**config.mk**
```make
export PLATFORM = sky130hd
export DESIGN_NAME = seq_magnitude_comparator
export DESIGN_NICKNAME = d
export VERILOG_FILES = /design/src/rtl/seq_cmp_pkg.sv /design/src/rtl/slice_comparator.sv /design/src/rtl/seq_magnitude_comparator.sv
export SDC_FILE = /design/constraint.sdc
export NUM_CORES = 1
export LEC_CHECK = 0
export CAP_MARGIN = 20
export CORE_MARGIN = 3
export CORE_UTILIZATION = 30
export DETAILED_ROUTE_END_ITERATION = 10
export HOLD_SLACK_MARGIN = 0.08
export PLACE_DENSITY = 0.5
export SYNTH_ARGS = -nofsm -noshare
export SYNTH_HDL_FRONTEND = slang
export SYNTH_HIERARCHICAL = 1
export SYNTH_SLANG_ARGS = --single-unit
```
**constraint.sdc**
```tcl
create_clock -name clk -period 3.3 [get_ports clk]
set_input_delay 0.33 -clock clk [delete_from_list [all_inputs] [get_ports clk]]
set_output_delay 0.33 -clock clk [all_outputs]
set_load 0.01 [all_outputs]
```
**src/rtl/seq_cmp_pkg.sv**
```systemverilog
// Shared encodings for the sequential magnitude comparator: FSM states and
// the one-hot G/E/L result word.
package seq_cmp_pkg;

  typedef enum logic [1:0] {
    IDLE = 2'd0,
    RUN  = 2'd1,
    DONE = 2'd2
  } cmp_state_t;

  // Result word is {G, E, L}; all-zero means no comparison has completed yet
  typedef logic [2:0] cmp_result_t;
  localparam cmp_result_t RES_NONE = 3'b000;
  localparam cmp_result_t RES_GT   = 3'b100;
  localparam cmp_result_t RES_EQ   = 3'b010;
  localparam cmp_result_t RES_LT   = 3'b001;

  function automatic cmp_result_t unequal_result(input logic gt);
    return gt ? RES_GT : RES_LT;
  endfunction

endpackage

```
**src/rtl/slice_comparator.sv**
```systemverilog
// Stateless magnitude compare of one SLICE_W-bit slice pair.
module slice_comparator
  import seq_cmp_pkg::*;
#(
  parameter int SLICE_W = 2
) (
  input  logic [SLICE_W-1:0] a,
  input  logic [SLICE_W-1:0] b,
  output logic               gt,
  output logic               eq,
  output logic               lt
);

  assign gt = (a > b);
  assign eq = (a == b);
  assign lt = (a < b);

endmodule

```
**src/rtl/seq_magnitude_comparator.sv**
```systemverilog
// Compares two WIDTH-bit operands SLICE_W bits per cycle, MSB slice first,
// stopping at the first unequal slice. Define SEQ_CMP_SIGNED_EN to add signed_mode.
module seq_magnitude_comparator
  import seq_cmp_pkg::*;
#(
  parameter int WIDTH   = 8,
  parameter int SLICE_W = 2
) (
  input  logic             clk,
  input  logic             reset,
  input  logic             start,
  input  logic [WIDTH-1:0] a,
  input  logic [WIDTH-1:0] b,
`ifdef SEQ_CMP_SIGNED_EN
  input  logic             signed_mode,
`endif
  output logic             busy,
  output logic             done,
  output logic             G,
  output logic             E,
  output logic             L
);

  localparam int NS    = WIDTH / SLICE_W;
  localparam int IDX_W = (NS > 1) ? $clog2(NS) : 1;
  localparam logic [SLICE_W-1:0] TOP_MASK = SLICE_W'(1) << (SLICE_W - 1);

  cmp_state_t  state_reg, state_next;
  logic [WIDTH-1:0] a_reg, a_next;
  logic [WIDTH-1:0] b_reg, b_next;
  logic [IDX_W-1:0] index_reg, index_next;
  cmp_result_t result_reg, result_next;
  logic        flip;

`ifdef SEQ_CMP_SIGNED_EN
  logic signed_reg, signed_next;
  assign flip = signed_reg;
`else
  assign flip = 1'b0;
`endif

  // Two's complement ordering equals unsigned ordering with the sign bit inverted
  logic [SLICE_W-1:0] a_slice_arr [NS];
  logic [SLICE_W-1:0] b_slice_arr [NS];

  for (genvar gi = 0; gi < NS; gi++) begin : g_slice
    if (gi == NS - 1) begin : g_top
      assign a_slice_arr[gi] = a_reg[gi*SLICE_W +: SLICE_W] ^ (flip ? TOP_MASK : '0);
      assign b_slice_arr[gi] = b_reg[gi*SLICE_W +: SLICE_W] ^ (flip ? TOP_MASK : '0);
    end else begin : g_low
      assign a_slice_arr[gi] = a_reg[gi*SLICE_W +: SLICE_W];
      assign b_slice_arr[gi] = b_reg[gi*SLICE_W +: SLICE_W];
    end
  end

  logic slice_gt, slice_eq, slice_lt;

  slice_comparator #(
    .SLICE_W (SLICE_W)
  ) u_slice_cmp (
    .a  (a_slice_arr[index_reg]),
    .b  (b_slice_arr[index_reg]),
    .gt (slice_gt),
    .eq (slice_eq),
    .lt (slice_lt)
  );

  always_comb begin
    state_next  = state_reg;
    a_next      = a_reg;
    b_next      = b_reg;
    index_next  = index_reg;
    result_next = result_reg;
`ifdef SEQ_CMP_SIGNED_EN
    signed_next = signed_reg;
`endif
    case (state_reg)
      IDLE: begin
        if (start) begin
          a_next     = a;
          b_next     = b;
          index_next = IDX_W'(NS - 1);
`ifdef SEQ_CMP_SIGNED_EN
          signed_next = signed_mode;
`endif
          state_next = RUN;
        end
      end
      RUN: begin
        if (!slice_eq) begin
          result_next = unequal_result(slice_gt);
          state_next  = DONE;
        end else if (index_reg == '0) begin
          result_next = RES_EQ;
          state_next  = DONE;
        end else begin
          index_next = index_reg - IDX_W'(1);
        end
      end
      DONE:    state_next = IDLE;
      default: state_next = IDLE;
    endcase
  end

  always_ff @(posedge clk or posedge reset) begin
    if (reset) begin
      state_reg  <= IDLE;
      a_reg      <= '0;
      b_reg      <= '0;
      index_reg  <= '0;
      result_reg <= RES_NONE;
`ifdef SEQ_CMP_SIGNED_EN
      signed_reg <= 1'b0;
`endif
    end else begin
      state_reg  <= state_next;
      a_reg      <= a_next;
      b_reg      <= b_next;
      index_reg  <= index_next;
      result_reg <= result_next;
`ifdef SEQ_CMP_SIGNED_EN
      signed_reg <= signed_next;
`endif
    end
  end

  assign busy = (state_reg != IDLE);
  assign done = (state_reg == DONE);
  assign G    = result_reg[2];
  assign E    = result_reg[1];
  assign L    = result_reg[0];

  // slice_lt is implied by !gt && !eq; kept on the port for completeness
  logic unused_lt;
  assign unused_lt = slice_lt;

endmodule
```
After elaboration in Yosys (flattened, before gate mapping)
Index checks and enable logic that the tools add are counted.
- bits in registers: 23
- bits of input ports: 19
- add/sub/neg operators: 1
- $lt $le $gt $ge: 2
- equal/unequal tests: 8
- multiplexer cells: 17
- bitwise gates (word level): 1
- reduce and logical (&&, ||, !) cells: 8
- operators with widths (cell ; count):
    2-bit two-way mux ; 10
    3-bit two-way mux ; 3
    2-bit binary-select mux with 2-bit select ; 2
    2-bit case mux with 2 select lines ; 2
    2-bit inequality test, second input constant ; 3
    2-bit AND reduction ; 3
    2-bit logical NOT ; 2
    4-bit AND reduction ; 1
    2-bit nonzero test ; 2
    3-bit greater-or-equal comparator, second input constant ; 1
    3-bit inequality test, second input constant ; 1
    2-bit NOT with 3-bit output ; 1
    2-bit by 1-bit equality test with 1-bit output, second input constant ; 1
    2-bit equality test ; 1
    2-bit equality test, second input constant ; 1
    2-bit > comparator ; 1
    2-bit by 1-bit inequality test with 1-bit output, second input constant ; 1
    2-bit by 1-bit subtractor with 2-bit output, second input constant ; 1

Longest topological paths before layout
Gate-level depths: netlist of the first run.
- depth after elaboration: 7
- depth in mapped cells: 8
- depth with buffers taken out: 7

By module
The synthesis of the first run kept the hierarchy.
- modules (own cells, without submodules) (module ; times used ; cells each ; area each (µm²) ; sequential area each (µm²)):
    seq_magnitude_comparator ; 1 ; 74 ; 1097.3 ; 575.6
    slice_comparator ; 1 ; 9 ; 62.6 ; 0.0

Worst setup path before layout of the first run
No wires, ideal clock.
- path kind: register to register
- from: register index_reg[0]
- to: register index_reg[0]
- library setup time: 127 ps
- data arrival time: 2040 ps
- data required time: 3173 ps
- setup slack: 1133 ps
- stages on the path, launching flop included: 8
- path buffers: 1
- period minus slack after synthesis: 2167 ps
- cell sequence: dfrtp_1 -> buf_2 -> mux4_2 -> ha_1 -> and2_4 -> or4bb_1 -> o21ai_0 -> a21oi_1
- word-level cells in the longest chain between the ends: 7
- RTL lines (element ; RTL line ; source):
    from (decl) ; seq_magnitude_comparator.sv:31 ; logic [IDX_W-1:0] index_reg, index_next;
    from (signal assigned) ; seq_magnitude_comparator.sv:119 ; index_reg <= index_next;
    2-bit NOT with 3-bit output (not written as such) * ; seq_magnitude_comparator.sv:61, seq_magnitude_comparator.sv:62 ;
    2-bit binary-select mux with 2-bit select (on tied branches) ; seq_magnitude_comparator.sv:61, seq_magnitude_comparator.sv:62 ;
    2-bit two-way mux (on tied branches) (2 in series) ; seq_magnitude_comparator.sv:61, seq_magnitude_comparator.sv:62 ;
    2-bit equality test * ; slice_comparator.sv:15 ; assign eq = (a == b);
    via slice_eq ; seq_magnitude_comparator.sv:56 ; logic slice_gt, slice_eq, slice_lt;
    2-bit inequality test (no source line) * ; -- ;
    4-bit AND reduction (no source line) * ; -- ;
Mark *: on every way through the listed nets, which the timed path passes. The rest lies on a longest branch. The select of a mux whose other input is x is not followed.
A chain may end at the register's enable or synchronous reset.

Worst setup path after layout of the first run
Ends and elaborated chain as after synthesis.

==> results of run 1 <==
-- metal layers --
| layer | part of all wire, % | global-route usage, % |
|---|---|---|
| met5 | 0 | 0 |
| met3 | 7.5 | 4.27 |
| met4 | 0.55 | 1.49 |
| met1 | 47 | 13.3 |
| met2 | 45 | 14.9 |
-- final timing paths --
| check | start | endpoint | slack [ns] | cells after the start |
|---|---|---|---|---|
| hold / removal | b_reg[1]$_DFFE_PP0P_ | b_reg[1]$_DFFE_PP0P_ | 0.51 | 1 |
| hold reg to reg | b_reg[1]$_DFFE_PP0P_ | b_reg[1]$_DFFE_PP0P_ | 0.51 | 1 |
| setup reg to reg | index_reg[0]$_DFFE_PP0P_ | index_reg[0]$_DFFE_PP0P_ | 0.95 | 6 |
| setup / recovery | index_reg[0]$_DFFE_PP0P_ | index_reg[0]$_DFFE_PP0P_ | 0.95 | 6 |
| min in group asynchronous | reset | a_reg[5]$_DFFE_PP0P_ | 0.55 | 2 |
| max in group asynchronous | reset | b_reg[1]$_DFFE_PP0P_ | 2.22 | 2 |
-- where the power goes --
| group | leakage, nW | total [W] | switching [W] | internal (W) |
|---|---|---|---|---|
| Clock | 0.0228 | 0.000170 | 0.0000837 | 0.0000860 |
| Sequential | 0.271 | 0.000506 | 0.0000929 | 0.000413 |
| Combinational | 0.365 | 0.000637 | 0.000249 | 0.000388 |
| Total | 0.659 | 0.00131 | 0.000425 | 0.000887 |
-- through the flow --
step / util (%) / power [W] / cells / area [µm²] / hold slack [ns]
detailed placement: 40.2 / 0.00115 / 149 / 1420 / 0.497
floorplan: - / 0.00100 / 82 / 1150 / 0.332
global placement: 40.2 / 0.00114 / 149 / 1420 / 0.489
CTS: 41.5 / 0.00133 / 153 / 1460 / 0.519
finish: 41.5 / 0.00131 / 153 / 1460 / 0.511
global route: 41.5 / 0.00142 / 153 / 1460 / 0.534
-- cell type report --
type | instances | area share, %
timing repair buffer | 23 | 15.8
clock buffer | 4 | 3.08
multi-input combinational | 49 | 35.8
tap | 46 | 3.94
inverter | 8 | 2.05
sequential | 23 | 39.4
==> results.md, run 1 <==
* Root buf cell: clkbuf_8
* Num Clock Sinks at 23
* RSZ-0062 raised after global routing: false
* CTS resizes at 0
* Max VDD drop at roughly 0.00032 V
* Hold Path Class: register to register
* Storage element area at 576 µm²
* Layout cells sized above 1 at ~25%
* Setup violations, final at 0
* Die Ht at 68.0 µm
* I/O pin count at 24
* Setup repair bufs after CTS at 0
* First-pass GRT wire length at 3330 µm
* Hpwl dp at between 1000 and 1500 µm
* Routed vias at 708
* Initial antenna violation count at 0
* Cell Area, Synth at roughly 0.0012 mm²
* Gp weighted congestion at roughly 0.76
* Worst Tran Pin Value at between 0.8 and 0.9 ns
* CP Max Fanout at 8
* Max Transition Viols Final at 0
* CP Capture Type: register
* Htree depth at 1
* IO Port Bufs at 23
* Post-layout minimum cycle time at 2.35 ns
* Critical-path top delay cell: dfrtp_1
* Num CTS Buffers at 3
* Row count at 21
* DR vias/cell at ~4.6
* Ys Warns at 6
* Clk_skew at 0.00358 ns
* Post-cts hold buffer count at 0
* Crit path setup slack, layout at ~0.95 ns
* Multi-input gate area at ~520 µm²
* FMAX at around 430 MHz
* Fin Setup TNS at 0 ns
* Max Cap Viol at 0
* Worst EP required at around 3.4 ns
* Die Width at approximately 68 µm
* Pwr/cell area at between 800 and 900 mW/mm²
* Routed wire length at 1990 µm
* DIE AREA at ~0.0046 mm²
* Remaining antenna violation count at 0
* CTS tree: yes
* Outcome: finished clean
* Critical path arrival at 2.49 ns
* # DRC at 0
* Core ar. at roughly 0.0035 mm²
* WL/cell at roughly 13 µm
* Setup Crit Path Kind: register to register
* Clock buffer depth at 2
* Clock Latency Late Sink at ~0.26 ns
* Syn_nets at approximately 100
* Crit path max-delay family: simple AND/OR/NAND/NOR gates
* All-Layer GR Usage at about a tenth
* Largest net degree at the start of global routing at 24
* Iteration-0 DRC count of the detailed router at 30
* Fillers at between 300 and 400
* Most frequent cells in the layout: 23 x dfrtp_1, 23 x clkdlybuf4s50_1, 9 x mux2_4
* Initial core utilization at roughly a third
* Fin crit share at 71.2%
* # diodes at 0
* Cell count after synthesis at 82
* Fin. Hold Viols at 0
* CP max stage delay at roughly 0.55 ns
* Leakage at around 0.66 nW
* DRT Pass-1 Iters at 4
* Max_slew headroom at 42.1%
* Final nets at 130
* Clk pin slew, worst setup/hold paths at about 0.08 ns
* Post-Syn Area per Cell at 14.1 µm²
* GRT Residual Overflow at 0
* Vias in the first global route at roughly 700
* Crit-path cells: mux4_2 > ha_1 > and2_4 > or4bb_1 > o21ai_0 > a21oi_1
* Critical path launch point type: register
* Area grow syn2layout at 26.7%
* DP Worst Slack at around 0.94 ns
* Crit path buf inv count at 0
Note: power is estimated with default switching activity, not from simulation.
==> inputs of run 2 (changes only) <==
--- a/config.mk
+++ b/config.mk
@@ -10,7 +10,7 @@
 export CORE_UTILIZATION = 30
 export DETAILED_ROUTE_END_ITERATION = 10
 export HOLD_SLACK_MARGIN = 0.08
-export PLACE_DENSITY = 0.5
+export PLACE_DENSITY = 0.51
 export SYNTH_ARGS = -nofsm -noshare
 export SYNTH_HDL_FRONTEND = slang
 export SYNTH_HIERARCHICAL = 1
==> constraint.sdc (replaced) <==
create_clock -name clk -period 2 [get_ports clk]
set_input_delay 0.2 -clock clk [delete_from_list [all_inputs] [get_ports clk]]
set_output_delay 0.2 -clock clk [all_outputs]
set_load 0.01 [all_outputs]
==> results.md, run 2 (synthesis gave the netlist of run 1 again) <==
* Outcome: finished, violations left (was finished clean)
* Violated checks: setup timing
* Max VDD drop at 0.000698 V (was 0.000319 V)
* Most frequent cells in the layout: 23 x clkdlybuf4s50_1, 22 x dfrtp_1, 9 x mux2_4 (was 23 x dfrtp_1, 23 x clkdlybuf4s50_1, 9 x mux2_4)
* Reg2reg start: index_reg[0]$_DFFE_PP0P_ (unchanged)
* Routed wire length at 1930 µm (was 1990 µm)
* Row count at 21 (unchanged)
* DIE AREA at 0.00463 mm² (unchanged)
* Non-Filler Instances at 157 (was 153)
* Hold Path Class: primary input to asynchronous set/reset pin (was register to register)
* DR vias/cell at 4.62 (was 4.63)
* DP Worst Slack at -0.148 ns (was 0.939 ns)
* CP Max Fanout at 5 (was 8)
* Storage element area at 577 µm² (was 576 µm²)
* Htree depth at 1 (unchanged)
* Final core occ at 43.0% (was 41.5%)
* Fillers at 364 (was 354)
* Num CTS Buffers at 3 (unchanged)
* Setup repair bufs after CTS at 0 (unchanged)
* Max Cap Viol at 0 (unchanged)
* DRT Pass-1 Iters at 4 (unchanged)
* Fin Setup TNS at -0.184 ns (was 0 ns)
* Multi-input gate area at 542 µm² (was 523 µm²)
* Launch point of the worst path: index_reg[0]$_DFFE_PP0P_ (unchanged)
* Routed vias at 725 (was 708)
* Clock buffer depth at 2 (unchanged)
* Setup Crit Path Kind: register to register (unchanged)
* Worst Tran Pin Value at 0.362 ns (was 0.867 ns)
* Post-layout minimum cycle time at 2.07 ns (was 2.35 ns)
* Clock Latency Late Sink at 0.26 ns (about the same)
* Clk_skew at 0.00292 ns (was 0.00358 ns)
* Cell count after placement at 153 (was 149)
* CP Capture Type: register (unchanged)
* Critical path arrival at 2.22 ns (was 2.49 ns)
* Clk pin slew, worst setup/hold paths at 0.08 ns (about the same)
* Root buf cell: clkbuf_8 (unchanged)
* Setup violations, final at 3 (was 0)
* Initial antenna violation count at 0 (unchanged)
* Crit path setup slack, layout at -0.0710 ns (was 0.949 ns)
* # DRC at 0 (unchanged)
* Initial core utilization at 32.8% (unchanged)
* Num Clock Sinks at 23 (unchanged)
* RSZ-0062 raised after global routing: true (was false)
* Iteration-0 DRC count of the detailed router at 28 (was 30)
* I/O pin count at 24 (unchanged)
* Largest net degree at the start of global routing at 24 (unchanged)
* Layout cells sized above 1 at 31.5% (was 25.2%)
* Core ar. at 0.00352 mm² (unchanged)
* Vias in the first global route at 730 (was 691)
* FMAX at 483 MHz (was 425 MHz)
* Final nets at 134 (was 130)
* Fin crit share at 104% (was 71.2%)
* Post-cts hold buffer count at 0 (unchanged)
* Leakage at 0.680 nW (was 0.659 nW)
* Commonest non-fill, non-tap cell in the layout: clkdlybuf4s50_1
* Gp weighted congestion at 0.700 (was 0.761)
* Design area at 0.00152 mm² (was 0.00146 mm²)
* CTS tree: yes (unchanged)
* Max Transition Viols Final at 0 (unchanged)
* Die Ht at 68.0 µm (unchanged)
* Fin. Hold Viols at 0 (unchanged)
* Hpwl dp at 1450 µm (was 1470 µm)
* First-pass GRT wire length at 3300 µm (was 3330 µm)
* Area grow syn2layout at 31.3% (was 26.7%)
* All-Layer GR Usage at 9.60% (was 9.85%)
* # diodes at 0 (unchanged)
* Post-DP Area at 0.00146 mm² (was 0.00142 mm²)
* Pwr/cell area at 1510 mW/mm² (was 898 mW/mm²)
* Remaining antenna violation count at 0 (unchanged)
* WL/cell at 12.3 µm (was 13.0 µm)
* IO Port Bufs at 23 (unchanged)
* Critical path launch point type: register (unchanged)
* Max_slew headroom at 75.8% (was 42.1%)
* Die Width at 68.0 µm (unchanged)
* GRT Residual Overflow at 0 (unchanged)
* Worst EP required at 2.15 ns (was 3.44 ns)
-- run 2: cell count changes in the layout (fill, tap and decap cells not counted), sizes merged --
cell and change:
buf +4
-- run 2: path summary, 6_finish.rpt --
check | end | slack (ns) | cells after the start
min reg2reg | result_reg[0]$_DFFE_PP0P_ | 0.50 | 2
max reg2reg | index_reg[1]$_DFFE_PP0P_ | -0.07 | 6
min | a_reg[3]$_DFFE_PP0P_ | 0.28 | 3
max in group asynchronous | index_reg[0]$_DFFE_PP0P_ | 1.48 | 3
min in group clk | result_reg[0]$_DFFE_PP0P_ | 0.50 | 2
max | index_reg[1]$_DFFE_PP0P_ | -0.07 | 6
-- run 2: worst max-delay path, stage by stage, from the launching register on --
cell	delay, ns
dfrtp_2	0.45
mux4_2	0.54
ha_4	0.28
and2_4	0.13
or4bb_1	0.38
o21ai_1	0.09
a21oi_1	0.07
-- run 2: power by group --
part	switching, W	internal (W)
combinational	0.000453	0.000727
sequential	0.000146	0.000682
clock	0.000141	0.000142
-- run 2: repair_timing --
action / 4_1_cts / 5_1_grt
endpoints found under the setup margin: 7 / 7
cloned: 0 / 0
gates resized for setup: 1 / 4
-- run 2: per-layer routing --
metal	wire (µm)	up-vias	global-route usage [%]
met5	0	-	0
met2	883	20	15.8
li1	-	347	-
met3	131	2	3.94
met1	908	356	12.0
met4	5	0	1.49
-- run 2: area by class of cell --
cell class | instances | share of cell area [%]
multi-input combinational | 49 | 35.8
clock buffer | 4 | 2.97
timing repair buffer | 27 | 17.4
inverter | 8 | 1.98
sequential | 23 | 38.1
tap | 46 | 3.80
-- run 2: per-stage QoR --
step / total power [W] / hold slack, ns
final: 0.00229 / 0.278
after global routing: 0.00248 / 0.320
after CTS: 0.00229 / 0.286
after detailed placement: 0.00199 / 0.493
after global placement: 0.00197 / 0.488
after floorplan: 0.00169 / 0.202
==> inputs of run 3 (changes only) <==
--- a/config.mk
+++ b/config.mk
@@ -6,11 +6,13 @@
 export NUM_CORES = 1
 export LEC_CHECK = 0
 export CAP_MARGIN = 20
+export CELL_PAD_IN_SITES_DETAIL_PLACEMENT = 0
+export CELL_PAD_IN_SITES_GLOBAL_PLACEMENT = 1
 export CORE_MARGIN = 3
 export CORE_UTILIZATION = 30
 export DETAILED_ROUTE_END_ITERATION = 10
 export HOLD_SLACK_MARGIN = 0.08
-export PLACE_DENSITY = 0.51
+export PLACE_DENSITY = 0.62
 export SYNTH_ARGS = -nofsm -noshare
 export SYNTH_HDL_FRONTEND = slang
 export SYNTH_HIERARCHICAL = 1
==> results.md, run 3 (synthesis gave the netlist of run 1 again) <==
* Setup violations, final at 2 (was 3)
* Commonest non-fill, non-tap cell in the layout: clkdlybuf4s50_1 (unchanged)
* Clock share of power at 12.4% (about the same)
* Crit-path cells: mux4_2 > ha_4 > and2_4 > or4bb_1 > o21ai_1 > a21oi_1 (unchanged)
* CP Max Fanout at 5 (unchanged)
* CTS tree: yes (unchanged)
* Clock buffer depth at 2 (unchanged)
* All-Layer GR Usage at 9.90% (was 9.60%)
* Hpwl dp at 1470 µm (was 1450 µm)
* Critical path launch point type: register (unchanged)
* Worst r2r dst: index_reg[1]$_DFFE_PP0P_ (unchanged)
* Post-layout minimum cycle time at 2.09 ns (was 2.07 ns)
* R2R cell count at 6 (unchanged)
* Remaining antenna violation count at 0 (unchanged)
* DR vias/cell at 4.60 (was 4.62)
* Multi-input gate area at 547 µm² (was 542 µm²)
* Reg2reg start: index_reg[0]$_DFFE_PP0P_ (unchanged)
* Hold Path Class: primary input to asynchronous set/reset pin (unchanged)
* Leakage at 0.681 nW (was 0.680 nW)
* Num CTS Buffers at 3 (unchanged)
* DP Worst Slack at -0.158 ns (was -0.148 ns)
* Net switching power at 0.000753 W (was 0.000740 W)
* Fin. Hold Viols at 0 (unchanged)
* CP Capture Point: index_reg[1]$_DFFE_PP0P_ (unchanged)
* Violated checks: setup timing (unchanged)
* RSZ-0062 raised after global routing: true (unchanged)
* Most frequent cells in the layout: 23 x clkdlybuf4s50_1, 22 x dfrtp_1, 9 x mux2_4 (unchanged)
* Fin crit share at 105% (was 104%)
* Flop-to-flop setup slack at -0.09 ns (was -0.07 ns)
* # diodes at 0 (unchanged)
* Worst EP required at 2.15 ns (about the same)
* Post-cts hold buffer count at 0 (unchanged)
* Worst Tran Pin Value at 0.363 ns (was 0.362 ns)
* I/O pin count at 24 (unchanged)
* Initial antenna violation count at 0 (unchanged)
* Initial core utilization at 32.8% (unchanged)
* Seq pwr share at 36.0% (was 36.2%)
* Cell count after placement at 153 (unchanged)
* Outcome: finished, violations left (unchanged)
* Logic pwr share at 51.6% (was 51.5%)
* Root buf cell: clkbuf_8 (unchanged)
* Crit path setup slack, layout at -0.0909 ns (was -0.0710 ns)
* GRT Residual Overflow at 0 (unchanged)
* Iteration-0 DRC count of the detailed router at 11 (was 28)
* DRT Pass-1 Iters at 4 (unchanged)
* Met3 Wirelength at 129 µm (was 131 µm)
* Largest net degree at the start of global routing at 24 (unchanged)
* Pwr/cell area at 1520 mW/mm² (was 1510 mW/mm²)
* Htree depth at 1 (unchanged)
* Top layer in use: met4 (unchanged)
* Final nets at 134 (unchanged)
* Routed vias at 722 (was 725)
* Met1 wire length at 896 µm (was 908 µm)
* Max Cap Viol at 0 (unchanged)
* CP Capture Type: register (unchanged)
* Setup repair bufs after CTS at 0 (unchanged)
* Net Sw Frac at 32.5% (was 32.3%)
* Area grow syn2layout at 31.8% (was 31.3%)
* Setup Crit Path Kind: register to register (unchanged)
* Clk pin slew, worst setup/hold paths at 0.08 ns (about the same)
* Non-Filler Instances at 157 (unchanged)
* Vias in the first global route at 705 (was 730)
* Max Transition Viols Final at 0 (unchanged)
* Launch point of the worst path: index_reg[0]$_DFFE_PP0P_ (unchanged)
* CP max stage delay at 0.54 ns (about the same)
* Max_slew headroom at 75.8% (about the same)
* Met2 WL post-DR at 963 µm (was 883 µm)
* Internal power at 0.00156 W (was 0.00155 W)
* IO Port Bufs at 23 (unchanged)
* Routed wire length at 2000 µm (was 1930 µm)
* Fillers at 352 (was 364)
* Num Clock Sinks at 23 (unchanged)
* # DRC at 0 (unchanged)
* Clock Latency Late Sink at 0.26 ns (about the same)
* First-pass GRT wire length at 3350 µm (was 3300 µm)
* CTS resizes at 2 (was 1)
* Storage element area at 577 µm² (unchanged)
* Die Ht at 68.0 µm (unchanged)
* Critical path arrival at 2.24 ns (was 2.22 ns)
* FMAX at 478 MHz (was 483 MHz)
* Clk_skew at 0.00546 ns (was 0.00292 ns)
* Max VDD drop at 0.000473 V (was 0.000698 V)
* Row count at 21 (unchanged)
* Layout cells sized above 1 at 33.3% (was 31.5%)
* Die Width at 68.0 µm (unchanged)
* Core ar. at 0.00352 mm² (unchanged)
* WL/cell at 12.7 µm (was 12.3 µm)
* DIE AREA at 0.00463 mm² (unchanged)
* Gp weighted congestion at 0.674 (was 0.700)
* Critical-path top delay cell: mux4_2 (unchanged)
[run 3: cell counts in the layout (fill, tap and decap cells not counted)]
Identical to the previous run, type by type.
[run 3: cell type report]
type | count | share of cell area, %
repair buffers | 27 | 17.4
flip-flops and latches | 23 | 37.9
clock buffers | 4 | 2.96
inverters | 8 | 1.98
multi-input cells | 49 | 36.0
well taps | 46 | 3.79
[run 3: worst min-delay path by stage]
stage | startpoint | to | slack (ns) | depth (start not counted)
after floorplan | reset | a_reg[0]$_DFFE_PP0P_ | 0.20 | 1
after global placement | result_reg[1]$_DFFE_PP0P_ | result_reg[1]$_DFFE_PP0P_ | 0.48 | 2
after detailed placement | result_reg[1]$_DFFE_PP0P_ | result_reg[1]$_DFFE_PP0P_ | 0.49 | 2
after CTS | reset | a_reg[1]$_DFFE_PP0P_ | 0.28 | 3
after global routing | reset | a_reg[1]$_DFFE_PP0P_ | 0.30 | 3
final | reset | a_reg[5]$_DFFE_PP0P_ | 0.28 | 3
[run 3: per-stage QoR]
| stage | utilization [%] | hold slack (ns) | total power [W] | TNS (ns) | cell area (µm²) |
|---|---|---|---|---|---|
| after floorplan | - | 0.202 | 0.00169 | -0.0534 | 1170 |
| after global placement | 41.4 | 0.484 | 0.00198 | -0.645 | 1460 |
| after detailed placement | 41.4 | 0.486 | 0.00199 | -0.691 | 1460 |
| after CTS | 42.8 | 0.285 | 0.00230 | -0.334 | 1510 |
| after global routing | 43.2 | 0.304 | 0.00250 | -0.590 | 1520 |
| final | 43.2 | 0.276 | 0.00231 | -0.156 | 1520 |
[run 3: critical path, delay by kind of cell, from the launching register on]
| kind | cells | cell delay, ns |
|---|---|---|
| multiplexers | 1 | 0.54 |
| adder cells (fa/ha/maj) | 1 | 0.28 |
| AND/OR/NAND/NOR | 2 | 0.54 |
| AO/OA/AOI/OAI | 2 | 0.17 |
| flip-flops | 1 | 0.45 |
[run 3: metal layers]
layer	vias to the layer above	track usage [%]
li1	348	-
met1	353	12.2
met2	19	16.0
met3	2	4.27
met4	0	2.23
met5	-	0
[run 3: power by group through the flow]
stage	registers (W)	clock network [W]	logic, W
after floorplan	0.000787	0	0.000905
after global placement	0.000843	0	0.00113
after detailed placement	0.000842	0	0.00115
after CTS	0.000840	0.000300	0.00116
after global routing	0.000871	0.000320	0.00130
final	0.000833	0.000286	0.00119
